## src/rtl/operand_fetch.sv

```systemverilog
// operand_fetch: sequences ra/rb reads through a single registered RF port, bypasses writeback into held operands
module operand_fetch #(
    parameter int addr_width = 4,
    parameter int data_width = 16,
    parameter int tag_width  = 8
) (
    input  logic                  clk,
    input  logic                  reset,
    input  logic                  in_valid,
    output logic                  in_ready,
    input  logic [addr_width-1:0] in_ra,
    input  logic [addr_width-1:0] in_rb,
    input  logic [addr_width-1:0] in_rd,
    input  logic                  in_use_b,
    input  logic [data_width-1:0] in_imm,
    input  logic [tag_width-1:0]  in_tag,
    output logic [addr_width-1:0] rf_radr,
    input  logic [data_width-1:0] rf_dout,
    input  logic                  wb_we,
    input  logic [addr_width-1:0] wb_wadr,
    input  logic [data_width-1:0] wb_din,
    output logic                  out_valid,
    input  logic                  out_ready,
    output logic [data_width-1:0] out_a,
    output logic [data_width-1:0] out_b,
    output logic [addr_width-1:0] out_rd,
    output logic [tag_width-1:0]  out_tag
);
    typedef enum logic [2:0] {IDLE, RD_A, RD_B, CAP, VALID} state_t;
    state_t state;
    logic [addr_width-1:0] ra, rb, rd;
    logic use_b;
    logic [data_width-1:0] imm, a, b;
    logic [tag_width-1:0] tag;
    logic hit_a, hit_b, accept;
    assign hit_a = wb_we && wb_wadr == ra;
    assign hit_b = wb_we && wb_wadr == rb;
    assign in_ready = state == IDLE || (state == VALID && out_ready);
    assign accept = in_valid && in_ready;
    assign rf_radr = state == RD_A ? ra : rb;
    assign out_a = a;
    assign out_b = b;
    assign out_rd = rd;
    assign out_tag = tag;
    always_ff @(posedge clk) begin
        if (reset) begin
            state <= IDLE;
            out_valid <= 1'b0;
            ra <= '0;
            rb <= '0;
            rd <= '0;
            use_b <= 1'b0;
            imm <= '0;
            tag <= '0;
            a <= '0;
            b <= '0;
        end else begin
            if (accept) begin
                ra <= in_ra;
                rb <= in_rb;
                rd <= in_rd;
                use_b <= in_use_b;
                imm <= in_imm;
                tag <= in_tag;
            end
            case (state)
                IDLE: state <= accept ? RD_A : IDLE;
                RD_A: state <= RD_B;
                RD_B: begin
                    a <= hit_a ? wb_din : rf_dout;
                    state <= CAP;
                end
                CAP: begin
                    b <= use_b ? (hit_b ? wb_din : rf_dout) : imm;
                    if (hit_a) a <= wb_din;
                    out_valid <= 1'b1;
                    state <= VALID;
                end
                VALID: begin
                    if (out_ready) begin
                        out_valid <= 1'b0;
                        state <= accept ? RD_A : IDLE;
                    end else begin
                        // held operands keep tracking writeback to their source registers
                        if (hit_a) a <= wb_din;
                        if (use_b && hit_b) b <= wb_din;
                    end
                end
                default: state <= IDLE;
            endcase
        end
    end
endmodule

```

## config.mk

```make
export PLATFORM = sky130hd
export DESIGN_NAME = operand_fetch
export DESIGN_NICKNAME = d
export VERILOG_FILES = /design/src/rtl/operand_fetch.sv
export SDC_FILE = /design/constraint.sdc
export NUM_CORES = 1
export LEC_CHECK = 0
export ABC_AREA = 1
export BUFFER_PORTS_ARGS = -buffer_cell sky130_fd_sc_hd__clkbuf_2
export CORE_ASPECT_RATIO = 1.75
export CORE_MARGIN = 3
export CORE_UTILIZATION = 54
export DETAILED_ROUTE_END_ITERATION = 7
export PLACE_DENSITY_LB_ADDON = 0.3
export SYNTH_ARGS = -nofsm -noshare
export SYNTH_HDL_FRONTEND = slang
export SYNTH_SLANG_ARGS = --single-unit
```

## constraint.sdc

```tcl
create_clock -name clk -period 3.2 [get_ports clk]
set_clock_uncertainty 0.05 [all_clocks]
set_input_delay 0.32 -clock clk [delete_from_list [all_inputs] [get_ports clk]]
set_output_delay 0.32 -clock clk [all_outputs]
set_load 0.01 [all_outputs]
```

==> impl_metrics.py <==
metrics = {
    "worst_setup_path": {
        "path_class": "reg2reg",
        "cp-start-kind": "register",
        "end_kind": "register",
        "r2r-end": "out_a[6]",
        "cp_slowest_stage_delay_ns": 0.58,
        "cp_max_fo": 32,
        "ff2ff_path_depth": 8,
        "reg2reg_slack_ns": 0.74,
        "slowest_stage": "nand2_1",
        "crit_chain": "inv_1 > nand3_2 > nand2_1 > nand4_1 > nand2_1 > nand2_1 > nor2_1 > nor2_1",
        "path_common_cell": "nand2_1",
        "cp.required_ns": 3.37,
        "arrival_ns": 2.63,
        "crit-reg2reg-launch": "state[2]",
    },
    "die": {
        "die_w_um": 68.08,
        "io_pins": 128,
        "fp.dieH_um": 114.6,
        "row_count": 39,
        "core-area_sq_mm": 0.006539,
        "start_util_pct": 55.70,
        "fp.dieArea_sq_mm": 0.007805,
    },
    "run_status": {
        "status": "finished clean",
    },
    "logic_synthesis": {
        "ys.flop_type": "dfxtp_1",
        "seq_area_frac_synth_pct": 40.12,
        "synth_cell_type_count": 22,
        "yosysTopAreaCell": "dfxtp_1",
        "synth_edf_count": 0,
        "ys_top_cells_by_count": "nand2_1, nor2_1, dfxtp_1, nand3_1, a21oi_1",
        "syn_area_sq_mm": 0.003642,
        "synth_most_common_cell": "nand2_1",
        "synth_area_per_cell_sq_um": 6.435,
        "syn_inst": 566,
        "yosysTopAreaCellShare_pct": 40.12,
        "async_flop_share_pct": 0,
        "synth_nets": 644,
        "yosys-top-cells-area": "dfxtp_1, nand2_1, nor2_1",
        "ys_seq_elements": 73,
        "ys_warn_count": 0,
    },
    "sta": {
        "tightestPinTransition_ns": 1.004,
        "setup_viol": 0,
        "fmax_mhz": 407.2,
        "hold_viol": 0,
        "relSlewSlack_pct": 32.93,
        "grt_setup_unrepaired": "false",
        "fin_crit_sh_pct": 76.75,
        "period_minus_slack_ns": 2.456,
        "fin_tns_setup_ns": 0,
        "setup_slack_ns": 0.7441,
        "drv_slew": 0,
    },
    "clock_network": {
        "clock_latency_ns": 0.33,
        "cts_buffers": 9,
        "cts_sinks": 73,
        "tritoncts": "done",
        "postCtsHoldBufs": 0,
        "cts.path.max_buffers": 2,
        "root_buffer": "clkbuf_16",
        "post_cts.repair.setup_buffers": 0,
        "h-tree-depth": 3,
        "clkTransAtPathRegs_ns": 0.06,
        "ctsResizeCount": 0,
    },
    "place": {
        "gp_congestion": 0.8634,
        "portBuffers": 127,
        "dp_slack_ns": 0.7335,
        "hpwl_um": 7558,
    },
    "global_route": {
        "grt_pass1_vias": 3648,
        "grt_start_max_net_pins": 43,
        "gr-total-overflow": 0,
        "antenna_found_initial": 0,
        "track_usage_pct": 27.17,
        "grt_pass1_wl_um": 16320,
    },
    "routing": {
        "viasPerCell": 5.232,
        "drc": 0,
        "wl_per_cell_um": 13.36,
        "wl_um": 10160,
        "first_pass_iters": 5,
        "drtIter0Drc": 317,
        "vias": 3976,
        "drtAntennaViolNets": 0,
    },
    "finish": {
        "area_delta_synth_final_pct": 25.28,
        "fillers": 599,
        "antenna_cells": 0,
        "layout-drive-gt1-share_pct": 22.86,
        "finalNetCount": 751,
        "fin_util_pct": 69.79,
    },
    "power": {
        "cellLeakagePower_nw": 2.365,
        "ir_worst_vdd_uv": 434.7,
        "power.total_mw": 2.676,
        "powerDensity_mw_per_mm2": 586.5,
    },
    "run": {
        "drv_cap": 0,
    },
    "hold_path": {
        "hold_class": "in2reg",
        "hold_end": "imm[14]",
        "min_path_cells": 3,
        "min_from": "in_imm[14]",
    },
}
==> worst max-delay path: cells and delay by family (launching register included) <==
| kind | cells | cell delay [ns] |
|---|---|---|
| buf+inv | 1 | 0.15 |
| flops | 1 | 0.34 |
| simple gates | 7 | 1.80 |
==> area by class of cell <==
cell class,instances,area [sq um],area share (%)
sequential,73,1461,32.03
multi-input combinational,427,1891,41.43
timing repair buffer,130,658.1,14.42
clock buffer,10,239.0,5.237
tap,82,102.6,2.248
inverter,32,120.1,2.632
clock inverter,6,91.34,2.002
==> cells by family after synthesis <==
kind of cell,synth area share [%]
buffers and inverters,7.970
flip-flops,40.12
XOR/XNOR,0.4810
AND/OR/NAND/NOR,43.15
AO/OA/AOI/OAI,8.279
==> per-layer routing <==
metal	vias up	global-route usage, %	routed length [um]
li1	2005	-	-
met1	1772	29.56	3831
met2	164	45.49	5181
met3	35	6.385	701
met4	0	17.26	441
met5	-	0	0
==> through the flow <==
stage	hold WS [ns]	instance area, sq um	instances
6_report	0.1834	4563	760
3_3_place_gp	0.3971	4233	744
4_1_cts	0.1776	4563	760
5_1_grt	0.1908	4563	760
2_1_floorplan	0.3391	3642	566
3_5_place_dp	0.4041	4233	744
==> flip-flops by register name (all words and copies together) (netlist names) <==
signal	flops
ra	4
use_b	1
out_rd	4
out_tag	8
out_b	16
rb	4
out_valid	1
state	3
imm	16
out_a	16
==> report_power, final <==
group          total [mW]  internal (mW)  switching (mW)
clock                1.09          0.706           0.385
sequential           1.04          0.990          0.0505
combinational       0.545          0.212           0.333
total                2.68           1.91           0.769
==> how the worst max path moves through the flow <==
stage          slack, ns  endpoint  depth (start not counted)     start
2_1_floorplan       1.66  out_b[0]                         10     rb[3]
3_5_place_dp        0.73  out_a[2]                          8  state[2]
4_1_cts             0.73  out_a[6]                          8  state[2]
3_3_place_gp        0.82  out_a[6]                          8  state[2]
6_report            0.74  out_a[6]                          8  state[2]
5_1_grt             0.41  out_a[8]                          8  state[2]
==> placed cells by master, fill, tap and decap left out, types with 2 or more instances in the layout <==
cell / n
a21oi_1: 43
buf_4: 3
bufinv_16: 2
clkbuf_16: 9
clkbuf_2: 127
clkinv_4: 3
dfxtp_1: 73
inv_1: 31
nand2_1: 163
nand3_1: 63
nand3_2: 2
nand3b_1: 16
nor2_1: 114
nor2_4: 2
o21ai_0: 16
xnor2_1: 2
Note: power is estimated with default switching activity, not from simulation.
